===== src/rtl/apb_arb_master.sv =====
// apb_arb_master: two-requester arbiter in front of a single APB master port.
// The slave is zero-wait, so every transfer runs IDLE -> SETUP -> ACCESS -> RESP.
// A request sampled in IDLE at cycle T reaches SETUP at T+1, ACCESS at T+2 and
// RESP (req_done pulse) at T+3. Transfers can therefore follow each other every
// four cycles.
// The winning requester's direction, address and write data are latched when it
// is granted. Later changes on req_* do not affect the transfer in flight.
// Optional feature macro: APB_ARB_FIXED_PRIO_EN.
//   - Undefined (default): round-robin arbitration. A last-grant register resets
//     to 1, so requester 0 wins the first contention.
//   - Defined: fixed priority. Requester 0 always wins, and there is no
//     last-grant register.
// All outputs are registered. They are cleared asynchronously by PRESETn.
module apb_arb_master #(
  parameter int ADDR_W = 32,
  parameter int DATA_W = 32
) (
  input  logic                  PCLK,
  input  logic                  PRESETn,
  input  logic [1:0]            req_valid,
  input  logic [1:0]            req_write,
  input  logic [2*ADDR_W-1:0]   req_addr,
  input  logic [2*DATA_W-1:0]   req_wdata,
  output logic [1:0]            req_done,
  output logic [DATA_W-1:0]     req_rdata,
  output logic                  gnt_id,
  output logic                  busy,
  output logic                  PSEL,
  output logic                  PENABLE,
  output logic                  PWRITE,
  output logic [ADDR_W-1:0]     PADDR,
  output logic [DATA_W-1:0]     PWDATA,
  input  logic [DATA_W-1:0]     PRDATA
);

  typedef enum logic [1:0] {
    ST_IDLE   = 2'd0,
    ST_SETUP  = 2'd1,
    ST_ACCESS = 2'd2,
    ST_RESP   = 2'd3
  } state_e;

  state_e              state_q, state_d;
  logic                gnt_q, gnt_d;
  logic                pwrite_q, pwrite_d;
  logic [ADDR_W-1:0]   paddr_q, paddr_d;
  logic [DATA_W-1:0]   pwdata_q, pwdata_d;
  logic                psel_q, psel_d;
  logic                penable_q, penable_d;
  logic                busy_q, busy_d;
  logic [1:0]          done_q, done_d;
  logic [DATA_W-1:0]   rdata_q, rdata_d;
  logic                grant_s;
`ifndef APB_ARB_FIXED_PRIO_EN
  logic                last_q, last_d;
`endif

  // Arbitration: choose which valid requester would win a grant this cycle
  always_comb begin
    grant_s = 1'b0;
`ifdef APB_ARB_FIXED_PRIO_EN
    if (req_valid[0]) begin
      grant_s = 1'b0;
    end else begin
      grant_s = 1'b1;
    end
`else
    if (req_valid == 2'b11) begin
      grant_s = ~last_q;
    end else if (req_valid[1]) begin
      grant_s = 1'b1;
    end else begin
      grant_s = 1'b0;
    end
`endif
  end

  // Next-state logic: transfer sequencing, payload latching and registered outputs
  always_comb begin
    state_d  = state_q;
    gnt_d    = gnt_q;
    pwrite_d = pwrite_q;
    paddr_d  = paddr_q;
    pwdata_d = pwdata_q;
`ifndef APB_ARB_FIXED_PRIO_EN
    last_d   = last_q;
`endif
    case (state_q)
      ST_IDLE: begin
        if (|req_valid) begin
          state_d  = ST_SETUP;
          gnt_d    = grant_s;
          pwrite_d = req_write[grant_s];
          if (grant_s) begin
            paddr_d  = req_addr[2*ADDR_W-1:ADDR_W];
            pwdata_d = req_wdata[2*DATA_W-1:DATA_W];
          end else begin
            paddr_d  = req_addr[ADDR_W-1:0];
            pwdata_d = req_wdata[DATA_W-1:0];
          end
`ifndef APB_ARB_FIXED_PRIO_EN
          last_d   = grant_s;
`endif
        end else begin
          state_d = ST_IDLE;
        end
      end
      ST_SETUP:  state_d = ST_ACCESS;
      ST_ACCESS: state_d = ST_RESP;
      ST_RESP:   state_d = ST_IDLE;
      default:   state_d = ST_IDLE;
    endcase

    // Outputs are computed from the upcoming state so they register in step with it
    psel_d    = (state_d == ST_SETUP) || (state_d == ST_ACCESS);
    penable_d = (state_d == ST_ACCESS);
    busy_d    = (state_d != ST_IDLE);
    if (state_d == ST_RESP) begin
      done_d = gnt_q ? 2'b10 : 2'b01;
      // Read data is captured at the end of ACCESS, the APB sample point
      if (!pwrite_q) begin
        rdata_d = PRDATA;
      end else begin
        rdata_d = {DATA_W{1'b0}};
      end
    end else begin
      done_d  = 2'b00;
      rdata_d = {DATA_W{1'b0}};
    end
  end

  // State and output registers with asynchronous active-low reset
  always_ff @(posedge PCLK or negedge PRESETn) begin
    if (!PRESETn) begin
      state_q   <= ST_IDLE;
      gnt_q     <= 1'b0;
      pwrite_q  <= 1'b0;
      paddr_q   <= {ADDR_W{1'b0}};
      pwdata_q  <= {DATA_W{1'b0}};
      psel_q    <= 1'b0;
      penable_q <= 1'b0;
      busy_q    <= 1'b0;
      done_q    <= 2'b00;
      rdata_q   <= {DATA_W{1'b0}};
`ifndef APB_ARB_FIXED_PRIO_EN
      last_q    <= 1'b1;
`endif
    end else begin
      state_q   <= state_d;
      gnt_q     <= gnt_d;
      pwrite_q  <= pwrite_d;
      paddr_q   <= paddr_d;
      pwdata_q  <= pwdata_d;
      psel_q    <= psel_d;
      penable_q <= penable_d;
      busy_q    <= busy_d;
      done_q    <= done_d;
      rdata_q   <= rdata_d;
`ifndef APB_ARB_FIXED_PRIO_EN
      last_q    <= last_d;
`endif
    end
  end

  assign req_done  = done_q;
  assign req_rdata = rdata_q;
  assign gnt_id    = gnt_q;
  assign busy      = busy_q;
  assign PSEL      = psel_q;
  assign PENABLE   = penable_q;
  assign PWRITE    = pwrite_q;
  assign PADDR     = paddr_q;
  assign PWDATA    = pwdata_q;

endmodule


===== config.mk =====
export PLATFORM = sky130hd
export DESIGN_NAME = apb_arb_master
export DESIGN_NICKNAME = d
export VERILOG_FILES = /design/src/rtl/apb_arb_master.sv
export SDC_FILE = /design/constraint.sdc
export NUM_CORES = 1
export LEC_CHECK = 0
export BUFFER_PORTS_ARGS = -buffer_cell sky130_fd_sc_hd__buf_2
export CAP_MARGIN = 10
export CORE_AREA = 10 10 107 109
export CTS_BUF_LIST = sky130_fd_sc_hd__clkbuf_8
export DETAILED_ROUTE_END_ITERATION = 7
export DIE_AREA = 0 0 117 119
export HOLD_SLACK_MARGIN = 0.1
export PLACE_DENSITY_LB_ADDON = 0.15
export REMOVE_ABC_BUFFERS = 1
export SLEW_MARGIN = 30
export SYNTH_ARGS = -nofsm -noshare
export SYNTH_HDL_FRONTEND = slang
export SYNTH_SLANG_ARGS = --single-unit

===== constraint.sdc =====
create_clock -name PCLK -period 2.14 [get_ports PCLK]
set_input_delay 0.428 -clock PCLK [delete_from_list [all_inputs] [get_ports PCLK]]
set_output_delay 0.428 -clock PCLK [all_outputs]
set_load 0.005 [all_outputs]

==> results of run 1 <==
[state kept, by name (all words and copies together) (netlist names)]
register / flops
busy: 1
gnt_id: 1
state_q: 2
PWRITE: 1
last_q: 1
PENABLE: 1
req_rdata: 32
PADDR: 32
PSEL: 1
PWDATA: 32
req_done: 2
[worst register-to-register path, cell delays in order (launching register included)]
cell,delay (ns)
dfrtp_1,0.40
inv_1,0.11
ha_1,0.32
o21a_2,0.20
buf_4,0.35
nor2_1,0.11
a21oi_1,0.14
[through the flow]
stage	hold slack (ns)	setup slack, ns	util (%)	std cells	setup TNS (ns)
final	0.252	0.453	63.4	832	0
after global routing	0.237	0.321	63.4	832	0
after CTS	0.235	0.445	63.4	830	0
after detailed placement	0.387	0.475	61.1	813	0
after global placement	0.385	0.602	61.1	813	0
after floorplan	0.132	-0.839	-	421	-52.03
[kinds of logic (layout without fill, tap and decap cells)]
family / after synthesis / after routing / share of synthesized area, %
buffers and inverters: 36 / 300 / 4.55
flip-flops: 106 / 106 / 61.1
other: 0 / 2 / 0
AND/OR/NAND/NOR: 167 / 167 / 16.5
adder cells (fa/ha/maj): 5 / 5 / 1.44
AO/OA/AOI/OAI: 138 / 138 / 16.4
[layout by cell type (no fill, tap or decap), types with 2 or more instances in the layout]
cell / n
inv_1: 5
a21oi_1: 131
diode_2: 2
clkbuf_8: 10
nor2b_1: 2
buf_12: 3
and2_1: 33
nand2_1: 65
nor2_1: 67
buf_2: 267
dfrtp_1: 105
clkinv_2: 2
buf_4: 8
ha_1: 5
[per-layer routing]
layer	up-vias	track usage, %	part of all wire (%)	wire length, um
met5	-	0	0	0
met4	0	6.72	1.4	206
met3	13	10.3	14	2100
met2	211	35.9	50	7530
met1	1910	21.6	35	5370
li1	1997	-	-	-
[final cells by class]
class	instances	area share, %
Tap cell	114	2.38
Timing Repair Buffer	279	24.4
Sequential cell	106	44.2
Clock buffer	10	2.29
Antenna cell	2	0.0834
Inverter	5	0.313
Multi-Input combinational cell	310	25.2
Clock inverter	6	1.08
[worst min-delay path by stage]
| stage | cells after the start | startpoint | slack (ns) | to |
|---|---|---|---|---|
| after detailed placement | 1 | PRESETn | 0.39 | PWDATA[0] |
| after CTS | 2 | PRDATA[18] | 0.24 | req_rdata[18] |
| after floorplan | 0 | PRESETn | 0.13 | PADDR[0] |
| after global placement | 1 | PRESETn | 0.38 | PWDATA[10] |
| after global routing | 2 | PRDATA[18] | 0.24 | req_rdata[18] |
| final | 2 | PRDATA[18] | 0.25 | req_rdata[18] |
[power by group]
group          internal (W)  switching [W]  total [W]  leakage [nW]
combinational       0.00138        0.00178    0.00315          1.87
sequential          0.00283       0.000390    0.00322          1.27
clock              0.000575       0.000691    0.00127         0.103
total               0.00478        0.00286    0.00764          3.25
[repair_timing]
action,CTS,global route
hold buffers,1,0
hold endpoints to repair,26,0
endpoints found under the setup margin,0,0
==> results.cfg, run 1 <==
[global_route]
grt_usage_pct = 20.9
grt_pass1_wl_um = 22800
antenna_found_initial = 2
grt_max_degree = 67
grt_pass1_vias = 4340
gr-total-overflow = 0

[critical_path]
critPathLaunchType = register
crit_path_cell_trace = inv_1 -> ha_1 -> o21a_2 -> buf_4 -> nor2_1 -> a21oi_1
path_delay_family = buffers and inverters
worstPathRequired_ns = 2.44
worstSetupEndpoint = PWDATA[10]
worstSetupPathDepth = 6
cp.arrival_ns = 1.99
critPathKind = reg -> reg
cp_slowest_cell = dfrtp_1
cp-end-kind = register
setup.worst_path.start = state_q[1]
max_stage_delay_ns = 0.40
crit_fanout = 37
r2r-start = state_q[1]
reg2reg_to = PWDATA[10]
r2r_cells = 6
r2r_slack_ns = 0.45
path_buf_inv = 2

[min_path]
hp-class = in -> reg

[pwr]
power.total_w = 0.00764
total_leakage_power_nw = 3.25
peakVddDrop_v = 0.000734
powerDensity_nw_per_um2 = 1270

[logic_synthesis]
yosys.cell_types.count = 20
yosys-top-cells-count = a21oi_1, dfrtp_1, nor2_1
synth_warnings = 0
ys_seq_area_share_pct = 61.1
synth_top_cell_by_area = dfrtp_1
synthCells = 452
ys_async_sr_fraction_pct = 100
synth.top_cell.area_share_pct = 60.5
synth_seq_cells = 106
avgSynthCellArea_um2 = 9.60
synth_edf_count = 0
post-synth-top-count-cell = a21oi_1
ys_top_cells_by_area = dfrtp_1, a21oi_1, nor2_1
syn_area_um2 = 4340
synth_top_flop_cell = dfrtp_1

[clock_tree]
path_clk_slew_ns = 0.10
cts_root_buffer = clkbuf_8
cts-buffers-inserted = 9
cts.sink_count = 106
clockBufferDepth = 2
cts_setup_buffers = 0
tritoncts = yes
worstSkewPairLatency_ns = 0.37
cts_resized = 0
h-tree-depth = 3

[final_layout]
fin_nets = 882
stdcell_area_um2 = 6000
regArea_um2 = 2650
multi_input_area_um2 = 1510
nFillCells = 822
drive_above_1_share_pct = 41.8
syn_to_final_growth_pct = 38.2

[route]
wirelength_um = 15200
drc = 0
via_per_inst = 4.97
num_vias = 4131
dr.pass1.iters = 4
wire_per_inst_um = 18.3
drt_iter0_drc = 334
ant_nets = 0

[timing]
grt_setup_unrepaired = false
fmax_mhz = 593
period_needed_ns = 1.69
tightestPinTransition_ns = 0.455
period_share_pct = 78.8
slew_viol_final = 0
hold_viol = 0
slew_headroom_pct = 69.7
setup_violations = 0
fin_skew_ns = 0.00467

[placed_design]
hpwl_um = 11700
portBuffers = 268
gp_congestion = 0.787
placed_area_um2 = 5780

[die]
core_area_um2 = 9460
dieHeight_um = 119
core.rowCount = 36
initial_utilization_pct = 45.9
design.die.area_um2 = 13900
die_w_um = 117
io_pins = 269

[outcome]
status = finished clean

[flow_run]
cap_violations = 0
(Power assumes the default switching activity.)
==> run 2: changes to the inputs <==
ABC_AREA = 1   (was default)
CORE_AREA = 10 10 122 124   (was 10 10 107 109)
DIE_AREA = 0 0 132 134   (was 0 0 117 119)
clock period = 1.53 ns   (was 2.14 ns; I/O delays follow)
==> results.cfg, run 2 <==
[route]
num_vias = 5059
wire_per_inst_um = 14.9
drc = 0
dr.pass1.iters = 4
ant_nets = 0
wirelength_um = 16800
via_per_inst = 4.47
drt_iter0_drc = 273

[final_layout]
nFillCells = 1277
drive_above_1_share_pct = 32.7
final_cells = 1131
layout_common_cells = buf_2, nand2_1, inv_1
syn_to_final_growth_pct = 36.6
fin_nets = 1124
layout_commonest_cell = buf_2

[clock_tree]
cts-buffers-inserted = 9
path_clk_slew_ns = 0.10
tritoncts = yes
cts_root_buffer = clkbuf_8
clockBufferDepth = 2
h-tree-depth = 3
worstSkewPairLatency_ns = 0.36
cts.sink_count = 106

[pwr]
peakVddDrop_v = 0.000790
powerDensity_nw_per_um2 = 1630
total_leakage_power_nw = 4.59

[logic_synthesis]
ys_async_sr_fraction_pct = 100
synth.area.mux_share_pct = 0
synth_top_cell_by_area = dfrtp_1
synth.top_cell.area_share_pct = 51.3
ys_top_cells_by_area = dfrtp_1, nand2_1, nand3_1
synthXorXnorAreaFrac_pct = 0
synthCells = 692
synth_seq_cells = 106
synth_top_flop_cell = dfrtp_1
avgSynthCellArea_um2 = 7.40
post-synth-top-count-cell = nand2_1
yosys-top-cells-count = nand2_1, inv_1, nand3_1
ys_seq_area_share_pct = 51.8
syn_area_um2 = 5120
synth_top_family_by_area = simple AND/OR/NAND/NOR gates
synth_fa_ha_area_share_pct = 1.22
synth_compound_area_share_pct = 0.0977
synthSimpleGateAreaFrac_pct = 30.4
yosys.cell_types.count = 14
synth_edf_count = 0
synth_warnings = 0

[die]
core_area_um2 = 12500
io_pins = 269
design.die.area_um2 = 17700
initial_utilization_pct = 41.1
dieHeight_um = 134
core.rowCount = 41
die_w_um = 132

[timing]
fmax_mhz = 719
setup_violations = 0
tightestPinTransition_ns = 0.574
period_needed_ns = 1.39
hold_viol = 0
setup_tns_ns = 0
fin_skew_ns = 0.00558
slew_viol_final = 0
slew_headroom_pct = 61.8
grt_setup_unrepaired = false
period_share_pct = 90.9

[critical_path]
worstPathRequired_ns = 1.83
critPathLaunchType = register
critPathKind = reg -> reg
cp-end-kind = register
crit_fanout = 27
cp.arrival_ns = 1.70

[placed_design]
gp_congestion = 0.777
portBuffers = 268
placedCellCount = 1109
hpwl_um = 12700

[global_route]
grt_pass1_wl_um = 26900
grt_pass1_vias = 5168
gr-total-overflow = 0
grt_usage_pct = 18.7
antenna_found_initial = 2
grt_max_degree = 106

[min_path]
hp-class = in -> reg

[outcome]
status = finished clean

[flow_run]
cap_violations = 0
## run 2: cell types whose count changed after synthesis, sizes merged, moves of 2 or more
cell / previous run / this run
inv: 5 / 171
nand2: 65 / 203
nand3: 0 / 131
buf: 24 / 31
nor2b: 2 / 0
nor2: 67 / 35
and2: 33 / 0
a21oi: 131 / 0
## run 2: final timing paths
kind                             from            to  slack (ns)  cells past startpoint
max                        state_q[0]     PADDR[14]        0.14                      8
min                         PRDATA[4]  req_rdata[4]        0.13                      3
max reg2reg                state_q[0]     PADDR[14]        0.14                      8
min reg2reg                 PADDR[16]     PADDR[16]        0.48                      2
max in group asynchronous     PRESETn     PWDATA[7]        0.54                      3
min in group asynchronous     PRESETn     PADDR[19]        0.25                      2
## run 2: area by class of cell
class / count / area (um^2) / area share, %
clock inverters: 5 / 77.6 / 1.11
repair buffers: 289 / 1610 / 23.0
well taps: 172 / 215 / 3.08
flip-flops and latches: 106 / 2650 / 37.9
inverters: 171 / 644 / 9.21
clock buffers: 11 / 151 / 2.16
diodes: 1 / 2.50 / 0.0358
multi-input cells: 376 / 1640 / 23.4
## run 2: cell families after synthesis
family / count (synthesis)
AO/OA/AOI/OAI: 1
adder cells (fa/ha/maj): 5
AND/OR/NAND/NOR: 370
buffers and inverters: 210
flip-flops: 106
## run 2: stage by stage
stage | instance area, um^2 | hold WS [ns] | worst slack [ns] | util, % | total power, W
6_report | 7000 | 0.130 | 0.139 | 56.1 | 0.0114
5_1_grt | 7000 | 0.111 | 0.00000189 | 56.1 | 0.0125
4_1_cts | 6940 | 0.107 | 0.0647 | 55.6 | 0.0115
3_5_place_dp | 6700 | 0.0988 | 0.0780 | 53.7 | 0.00951
3_3_place_gp | 6700 | 0.100 | 0.124 | 53.7 | 0.00941
2_1_floorplan | 4920 | 0.0104 | -1.57 | - | 0.00677
## run 2: layer usage
layer	global-route usage (%)	routed length, um	vias to the layer above
met5	0	20	-
li1	-	-	2539
met4	5.56	217	2
met1	21.8	6850	2279
met2	29.8	7580	224
met3	9.04	2140	15
## run 2: timing repair
action | in CTS | in global routing
setup buffers | 0 | 3
hold buffers | 1 | 0
resized for setup | 0 | 6
hold endpoints to repair | 105 | 0
setup endpoints to repair | 0 | 76
## run 2: where the power goes
part	total, W	internal (W)	switching, W
combinational	0.00490	0.00213	0.00277
clock	0.00193	0.00101	0.000927
sequential	0.00455	0.00400	0.000552
total	0.0114	0.00714	0.00425
## run 2: critical path, stage by stage, from the launching register on
cell	delay [ns]
dfrtp_1	0.40
inv_2	0.08
ha_2	0.18
inv_1	0.06
nor2_4	0.10
buf_4	0.15
buf_12	0.17
nand3_1	0.11
nand2_1	0.07
